<file path="config.mk">
export PLATFORM = sky130hd
export DESIGN_NAME = matrix_scan
export DESIGN_NICKNAME = d
export VERILOG_FILES = /design/src/rtl/matrix_scan.sv
export SDC_FILE = /design/constraint.sdc
export NUM_CORES = 1
export LEC_CHECK = 0
export ABC_AREA = 1
export BUFFER_PORTS_ARGS = -buffer_cell sky130_fd_sc_hd__buf_2
export CAP_MARGIN = 5
export CORE_AREA = 4 4 156 158
export DETAILED_ROUTE_END_ITERATION = 16
export DIE_AREA = 0 0 160 162
export SKIP_CTS_REPAIR_TIMING = 1
export SLEW_MARGIN = 20
export SYNTH_ARGS = -nofsm -noshare
export SYNTH_HDL_FRONTEND = slang
export SYNTH_SLANG_ARGS = --single-unit
</file>
<file path="constraint.sdc">
create_clock -name clk -period 4.3 [get_ports clk]
set_input_delay 0.86 -clock clk [delete_from_list [all_inputs] [get_ports clk]]
set_output_delay 0.86 -clock clk [all_outputs]
set_load 0.01 [all_outputs]
</file>
<file path="src/rtl/matrix_scan.sv">
// Row-multiplexing scan driver for the 8x16 LED matrix with tear-free frame latching and inter-row blanking.
// Optional feature: define MATRIX_SCAN_DIM_EN to add the 2-bit brightness input (per-row column duty gating).
module matrix_scan #(
    parameter int DWELL = 1024,
    parameter int BLANK = 16
) (
    input  logic         clk,
    input  logic         reset,
`ifdef MATRIX_SCAN_DIM_EN
    input  logic [1:0]   brightness,
`endif
    input  logic [127:0] pixelReg,
    output logic [7:0]   MATRIX_ROW,
    output logic [15:0]  MATRIX_COL,
    output logic         frame_start
);

    localparam int MAX_COUNT = (DWELL > BLANK) ? DWELL : BLANK;
    localparam int CW        = $clog2(MAX_COUNT);

    localparam logic [CW-1:0] BLANK_LAST = CW'(BLANK - 1);
    localparam logic [CW-1:0] DWELL_LAST = CW'(DWELL - 1);

    typedef enum logic {
        S_BLANK,
        S_SHOW
    } scanState_t;

    // The state/counter/row registers describe the phase the outputs will
    // present after the next edge; the output registers trail them by one.
    scanState_t     state, nextState;
    logic [CW-1:0]  cnt, nextCnt;
    logic [2:0]     row, nextRow;
    logic [127:0]   frameBuf;

    logic showFirst;
    logic latchNow;
    logic colEnable;

    assign showFirst = (state == S_SHOW) && (cnt == '0);
    assign latchNow  = showFirst && (row == 3'd0);

`ifdef MATRIX_SCAN_DIM_EN
    localparam int QUARTER = DWELL / 4;

    logic [1:0] brightRow;

    // The first lit cycle is always inside the window, so the stale
    // brightRow value seen on that cycle is harmless.
    assign colEnable = int'(cnt) < ((int'(brightRow) + 1) * QUARTER);
`else
    assign colEnable = 1'b1;
`endif

    // NOTE: state registers use non-blocking assignments so every flop samples pre-edge values.
    always_ff @(posedge clk) begin
        if (reset) begin
            state <= S_BLANK;
            cnt   <= '0;
            row   <= 3'd0;
        end else begin
            state <= nextState;
            cnt   <= nextCnt;
            row   <= nextRow;
        end
    end

    // NOTE: every always_comb output gets a default first so no latch is inferred.
    always_comb begin
        nextState = state;
        nextCnt   = cnt + 1'b1;
        nextRow   = row;
        case (state)
            S_BLANK: begin
                if (cnt == BLANK_LAST) begin
                    nextState = S_SHOW;
                    nextCnt   = '0;
                end
            end
            S_SHOW: begin
                if (cnt == DWELL_LAST) begin
                    nextState = S_BLANK;
                    nextCnt   = '0;
                    nextRow   = row + 1'b1;
                end
            end
            default: begin
                nextState = S_BLANK;
                nextCnt   = '0;
            end
        endcase
    end

    // NOTE: the frame buffer is an ordinary register bank, so it is cleared on reset to guarantee a dark start.
    always_ff @(posedge clk) begin
        if (reset) begin
            frameBuf    <= '0;
            MATRIX_ROW  <= '0;
            MATRIX_COL  <= '0;
            frame_start <= 1'b0;
`ifdef MATRIX_SCAN_DIM_EN
            brightRow   <= 2'd0;
`endif
        end else begin
            frame_start <= latchNow;
            if (latchNow) begin
                frameBuf <= pixelReg;
            end
`ifdef MATRIX_SCAN_DIM_EN
            if (showFirst) begin
                brightRow <= brightness;
            end
`endif
            if (state == S_SHOW) begin
                MATRIX_ROW <= 8'b1 << row;
                // Row 0's first lit cycle shows the image being latched on this very edge.
                if (latchNow) begin
                    MATRIX_COL <= pixelReg[15:0];
                end else if (colEnable) begin
                    MATRIX_COL <= frameBuf[{row, 4'b0000} +: 16];
                end else begin
                    MATRIX_COL <= '0;
                end
            end else begin
                MATRIX_ROW <= '0;
                MATRIX_COL <= '0;
            end
        end
    end

endmodule

</file>
# After elaboration in Yosys (flattened, before gate mapping)
# Index checks and enable logic that the tools add are counted.
dict set report classes {
  n_shift 2
  n_addsub 2
  mux 7
  n_eq_ne 2
  bitwise 1
  reduce_logical 6
}
# op count
set ops {}
lappend ops {{$shiftx A128 B8 Y16} 1}
lappend ops {{$mux W10} 2}
lappend ops {{$pmux W10 S2} 1}
lappend ops {{$mux W16} 1}
lappend ops {{$add A10 B1 Y10 const B} 1}
lappend ops {{$eq A10 B10 Y1 const B} 1}
lappend ops {{$eq A10 B4 Y1 const B} 1}
lappend ops {{$logic_not A10 Y1} 1}
lappend ops {{$shl A1 B3 Y8 const A} 1}
lappend ops {{$add A3 B1 Y3 const B} 1}
lappend ops {{$logic_not A3 Y1} 1}
lappend ops {{$logic_and A1 B1 Y1} 2}
lappend ops {{$mux W1} 2}
lappend ops {{$pmux W1 S2} 1}
lappend ops {{$reduce_and A2 Y1} 1}
lappend ops {{$reduce_or A2 Y1} 1}
lappend ops {{$not A1 Y1} 1}
dict set report word_totals {
  ff_bits 167
}

# Longest topological paths before layout
# Gate-level depths: netlist (run 1).
dict set report logic_depth {
  word_depth 4
  mapped_depth 12
  ltp_nobuf 9
}

# Least setup slack after synthesis (run 1)
# Ideal clock, no wire load.
dict set report synth_timing {
  kind {register to register}
  start {register row[1]}
  end {register MATRIX_COL[0]}
  path_buffers 3
  arrival_time_ns 2.065
  path_slack_ns 2.102
  path_stages_with_launch 11
  setup_time_ns 0.132
  synth_period_minus_slack_ns 2.198
  path_cell_list {dfxtp_1 -> clkbuf_1 -> clkinv_1 -> clkbuf_1 -> ha_1 -> nand2_1 -> nor2_2 -> nand3_1 -> clkbuf_1 -> nand3_1 -> a21oi_1}
}
dict set report synth_between {
  elab_chain_cells 3
}
# element line_no
set synth_lines {}
lappend synth_lines {{start: declaration} 33} ;# logic [2:0] row, nextRow;
lappend synth_lines {{start signal: assignment} 64} ;# row <= nextRow;
lappend synth_lines {{parallel branches: the longest is 2 deep, another holds $shiftx A128 B8 Y16} -}
lappend synth_lines {{$mux W16 *} 117} ;# if (latchNow) begin
lappend synth_lines {{end signal: assignment} 118} ;# MATRIX_COL <= pixelReg[15:0];
lappend synth_lines {{end signal: assignment} 120} ;# MATRIX_COL <= frameBuf[{row, 4'b0000} +: 16];
lappend synth_lines {{end: declaration} 14} ;# output logic [15:0] MATRIX_COL,
# Mark *: on every way between the ends.
# A chain may end at the register's enable or synchronous reset.

# Worst setup path in the final report (run 1)
dict set report layout_timing {
  start {register row[0]}
  end {register MATRIX_COL[13]}
}
# Same word-level chain as after synthesis.

==> results of run 1 <==
[final cells by class]
type / count / area (um2) / area share
sequential: 167 / 3346 / 0.3749
multi-input combinational: 749 / 3288 / 0.3684
timing repair buffer: 163 / 867.1 / 0.09715
clock buffer: 25 / 485.5 / 0.05440
inverter: 121 / 457.9 / 0.05131
tap: 290 / 362.8 / 0.04066
clock inverter: 7 / 117.6 / 0.01318
[kinds of logic (layout without fill, tap and decap cells)]
logic type                 count (synthesis)  in the layout
AOI/OAI and AO/OA                        151            151
adders and majority gates                  6              6
buffers and inverters                    191            316
xor gates and xnor gates                   3              3
DFF                                      167            167
and+or+nand+nor                          589            589
[through the flow]
stage,power [W],util,instance area [um2],hold slack [ps]
after CTS,0.003288,0.3858,8921,466.3
after global placement,0.001717,0.3597,8318,443.5
after floorplan,0.001639,-,7458,429.5
final,0.003250,0.3860,8925,461.5
after global routing,0.003368,0.3860,8925,481.4
after detailed placement,0.001717,0.3597,8318,456.6
[synth_stat cells, drive strengths merged]
cell type,instances
nor2,286
dfxtp,167
nand2,158
nand3,121
inv,117
o21ai,116
clkbuf,41
a21oi,33
buf,29
or2,16
ha,6
nor3,5
clkinv,4
xor2,3
and2,1
nand4,1
nor3b,1
o211ai,1
o22ai,1
[worst register-to-register path, delay by kind of cell, from the launching register on]
family                     cells  cell delay (ps)
and+or+nand+nor                4             1500
buffers and inverters          2              480
DFF                            1              320
AOI/OAI and AO/OA              1               70
adders and majority gates      1              160
[how the worst max path moves through the flow]
stage	endpoint	slack (ps)	start	depth (start not counted)
after floorplan	MATRIX_COL[0]$_SDFF_PP0_	2100	row[1]$_SDFFE_PP0P_	10
after global placement	frameBuf[96]$_SDFFE_PP0P_	1760	reset	5
after detailed placement	MATRIX_COL[13]$_SDFF_PP0_	1690	row[0]$_SDFFE_PP0P_	8
after CTS	MATRIX_COL[13]$_SDFF_PP0_	1670	row[0]$_SDFFE_PP0P_	8
after global routing	MATRIX_COL[14]$_SDFF_PP0_	1380	row[0]$_SDFFE_PP0P_	8
final	MATRIX_COL[13]$_SDFF_PP0_	1630	row[0]$_SDFFE_PP0P_	8
[registers in the layout (all words and copies together), names as in the netlist]
signal       count
MATRIX_COL      16
MATRIX_ROW       8
cnt             10
frameBuf       128
frame_start      1
row              3
state            1
[power breakdown]
group,internal (W),switching (W),total [W],leakage (nW)
Clock,0.000960,0.000609,0.00157,0.284
Sequential,0.00155,0.00000152,0.00155,1.35
Combinational,0.0000607,0.0000697,0.000130,2.03
Total,0.00257,0.000680,0.00325,3.66
[layer usage]
layer,global-route usage,routed length (um)
met1,0.2265,10360
met2,0.2761,10210
met4,0.04928,390
met3,0.03679,959
met5,0,0
==> run summary, run 1 <==
RSZ-0062 raised after global routing - false
Worst Skew - 16.80 ps
layout cells sized above 1 - 0.1753
status - finished clean
hold endpoint - cnt[0]$_SDFF_PP0_
fin crit period - 2671 ps
CTS root buf - clkbuf_16
Fin. Hold Viols - 0
max_cap viols - 0
H-tree levels - 4
Worst Setup End Kind - flop
Yosys top cell area share - 0.4482
Net Count, Synth - 1243
vias in the first global route - 6724
CP bufs+invs - 2
Unique masters post-synth - 27
Synth Area in Compound Gates - 0.1018
DR DRC count - 0
post-detailed-route wirelength per cell - 14.40 um
post-route insts no fill - 1522
Area Overhead vs Synth - 19.66%
DP HPWL - 15.26 mm
P per Cell Area - 364.2 mW/mm2
DR pass1 iterations - 5
cells on worst reg2reg path - 8
Worst Hold Depth - 1
GRT overflow - 0
critical path launch point type - flop
top cells by area, synth - dfxtp_1 (45%), nor2_1 (14%), nand3_1 (8.1%)
most frequent cells in the layout - nor2_1 (285), dfxtp_1 (165), nand2_1 (157)
nets@finish - 1355
commonest non-fill, non-tap cell in the layout - nor2_1
Reg-to-Reg Start - row[0]$_SDFFE_PP0P_
CTS clock-pin slew for the worst setup and hold paths - 60 ps
Setup CP Type - reg2reg
Post-Synth Simple-Gate Area - 0.3254
first-pass GRT wire length - 34.74 mm
CTS tree - done
Least-Margin Pin Slew - 881.3 ps
Worst VDD drop - 205.6 uV
cell taking the most area after synthesis - dfxtp_1
Die X - 160 um
Synth Instances - 1107
cell mode on critical path - nand3_1
Min-Delay Path Class - reg2reg
CP Cell Sequence - inv_2 -> ha_1 -> nand2_1 -> nor2_2 -> nand3_1 -> buf_4 -> nand3_1 -> a21oi_1
RR Endpoint - MATRIX_COL[13]$_SDFF_PP0_
CTS sink cnt - 167
Max FO, Critical Path - 18
setup TNS - 0 ps
clk_lat worst skew - 430 ps
hold_sp - cnt[0]$_SDFF_PP0_
CTS buffer count - 17
arrival time worst endpoint - 2960 ps
synthesized flop and latch total - 167
DP Worst Slack - 1685 ps
Post-Place Cells - 1490
CP max stage cell - nor2_2
Core ar. - 0.02312 mm2
DR vias - 6965
DR iter-0 viols - 389
WL final - 21.92 mm
relative slew slack - 0.4116
I/O Pins - 155
post-route clock period utilization - 0.6212
delay-heaviest family, CP - simple AND/OR/NAND/NOR gates
fin. max-slew vios - 0
largest net degree at the start of global routing - 113
clk buf depth - 2
XOR/XNOR Fraction of Synth Area - 0.003523
number of setup violations in the final report - 0
total track usage - 0.1692
largest family of logic cells by synthesized area - simple AND/OR/NAND/NOR gates
routability cong. - 0.8669
Seq/Total Area, Yosys - 0.4482
Synth Area in Adders - 0.01007
Achievable Freq - 0.3744 GHz
std cell rows - 56
drt via density - 4.576
initial antenna violation count - 0
register-to-register setup slack - 1630 ps
Layout fillers - 2545
Die ar. - 0.02592 mm2
Initial Util - 0.3226
ANT cells - 0
syn_area_per_cell - 6.737 um2
Final Worst Setup Slack - 1629 ps
PortBufs - 154
mapped cell area - 0.007458 mm2
Die Height - 162 um
antenna-violating nets left - 0
multiplexer share of the synthesized area - 0
Worst EP required - 4590 ps
Synthesis Warnings - 0
Max stage delay on crit path - 670 ps
Leak - 3.661 nW
No activity file was read; power rests on OpenSTA's default activity.
==> run 2: changes to the inputs <==
- clock period: 4.3 -> 2.78 ns (I/O delays scaled with it)
==> run 2 against run 1 <==
Against the previous run: die area is the same; wire length is essentially flat; maximum frequency grew 22%; via count is essentially flat; sequential power grew 55%.
==> run summary, run 2 (same netlist as run 1, synthesis figures left out) <==
ANT cells - 0
Core ar. - 0.02312 mm2
Initial Util - 0.3226
nets@finish - 1361
number of setup violations in the final report - 0
routability cong. - 0.8589
Worst VDD drop - 338.9 uV
first-pass GRT wire length - 34.91 mm
commonest non-fill, non-tap cell in the layout - nor2_1
CTS sink cnt - 167
P per Cell Area - 576.0 mW/mm2
clk_lat worst skew - 430 ps
post-route insts no fill - 1528
Power Total - 0.005195 W
fin area - 0.009020 mm2
layout cells sized above 1 - 0.1834
Die ar. - 0.02592 mm2
Layout fillers - 2531
Combinational Power Share - 0.039
critical path launch point type - flop
fin crit period - 2181 ps
DR iter-0 viols - 448
CTS root buf - clkbuf_16
GRT overflow - 0
status - finished clean
largest net degree at the start of global routing - 113
setup TNS - 0 ps
Leak - 3.730 nW
cell mode on critical path - nand3_1
Die Height - 162 um
Least-Margin Pin Slew - 775.3 ps
switching pwr - 0.001174 W
max_cap viols - 0
vias in the first global route - 6734
std cell rows - 56
CP Cell Sequence - clkinv_1 -> ha_1 -> nand2_1 -> nor2_2 -> nand3_1 -> buf_4 -> nand3_1 -> a21oi_1
Worst Skew - 9.840 ps
fin. max-slew vios - 0
Sequential Power Share - 0.461
DR vias - 6964
total track usage - 0.1698
DR DRC count - 0
CTS buffer count - 17
CP max stage cell - nor2_2
Final Worst Setup Slack - 599.0 ps
sw frac - 0.2259
initial antenna violation count - 0
Post-Place Cell Area - 0.008356 mm2
post-route clock period utilization - 0.7845
WL final - 21.92 mm
Area Overhead vs Synth - 20.94%
CTS clock-pin slew for the worst setup and hold paths - 70 ps
Setup CP Type - reg2reg
most frequent cells in the layout - nor2_1 (285), dfxtp_1 (165), nand2_1 (157)
Worst EP required - 3070 ps
Fin. Hold Viols - 0
RSZ-0062 raised after global routing - false
Internal - 0.004021 W
clock power share - 0.499
DP HPWL - 15.40 mm
drt via density - 4.558
Die X - 160 um
Worst Setup End Kind - flop
Max stage delay on crit path - 440 ps
antenna-violating nets left - 0
post-detailed-route wirelength per cell - 14.35 um
DP Worst Slack - 561.0 ps
I/O Pins - 155
H-tree levels - 4
relative slew slack - 0.4832
clk buf depth - 2
PortBufs - 154
max FFs per register - 128
CTS tree - done
largest registers - frameBuf: 128 flops, MATRIX_COL: 16 flops, cnt: 10 flops
arrival time worst endpoint - 2480 ps
Reg with most FFs - frameBuf
Achievable Freq - 0.4585 GHz
DR pass1 iterations - 4
Min-Delay Path Class - in2reg
Max FO, Critical Path - 26
Post-Place Cells - 1495
-- run 2: changes by cell type in the layout (fill, tap and decap cells not counted) --
cell / before / now
clkinv_2: 2 / 3
inv_8: 0 / 1
clkinvlp_4: 3 / 0
buf_6: 1 / 0
inv_6: 0 / 8
bufinv_16: 3 / 4
buf_16: 0 / 1
clkbuf_1: 5 / 0
buf_4: 6 / 12
clkbuf_8: 3 / 0
-- run 2: worst paths after layout --
| kind | endpoint | slack (ps) | depth (start not counted) | startpoint |
|---|---|---|---|---|
| worst min-delay path | frameBuf[64]$_SDFFE_PP0P_ | 350 | 3 | pixelReg[64] |
| worst min register to register | cnt[0]$_SDFF_PP0_ | 460 | 1 | cnt[0]$_SDFF_PP0_ |
| worst max register to register | MATRIX_COL[3]$_SDFF_PP0_ | 600 | 8 | row[1]$_SDFFE_PP0P_ |
| worst max-delay path | MATRIX_COL[3]$_SDFF_PP0_ | 600 | 8 | row[1]$_SDFFE_PP0P_ |
-- run 2: power by group through the flow --
stage          combinational (W)  clock [W]  sequential [W]
2_1_floorplan          0.0000843          0         0.00245
4_1_cts                 0.000207    0.00266         0.00240
5_1_grt                 0.000229    0.00274         0.00240
6_report                0.000204    0.00259         0.00240
3_3_place_gp            0.000207          0         0.00245
3_5_place_dp            0.000207          0         0.00245
-- run 2: routing by layer --
metal  global-route usage  up-vias  routed length [um]
met5                    0        -                   0
met4              0.05280        0                 430
li1                     -     3688                   -
met2               0.2723      150                9962
met3              0.03908       27                 999
met1               0.2284     3099               10530
-- run 2: cell type report --
class | count | area, um2 | area share
Multi-Input combinational cell | 749 | 3288 | 0.3645
Clock buffer | 17 | 425.4 | 0.04716
Timing Repair Buffer | 169 | 928.4 | 0.1029
Clock inverter | 15 | 211.5 | 0.02344
Inverter | 121 | 457.9 | 0.05077
Sequential cell | 167 | 3346 | 0.3709
Tap cell | 290 | 362.8 | 0.04023
-- run 2: through the flow --
stage	utilization	hold slack [ps]
6_report	0.3901	352.7
4_1_cts	0.3889	329.9
3_5_place_dp	0.3614	451.5
2_1_floorplan	-	429.5
3_3_place_gp	0.3614	441.2
5_1_grt	0.3901	350.1
-- run 2: critical path, delay by kind of cell, from the launching register on --
| kind | cells | cell delay, ps |
|---|---|---|
| and+or+nand+nor | 4 | 1060 |
| buffers and inverters | 2 | 420 |
| DFF | 1 | 320 |
| adders and majority gates | 1 | 160 |
| AOI/OAI and AO/OA | 1 | 90 |
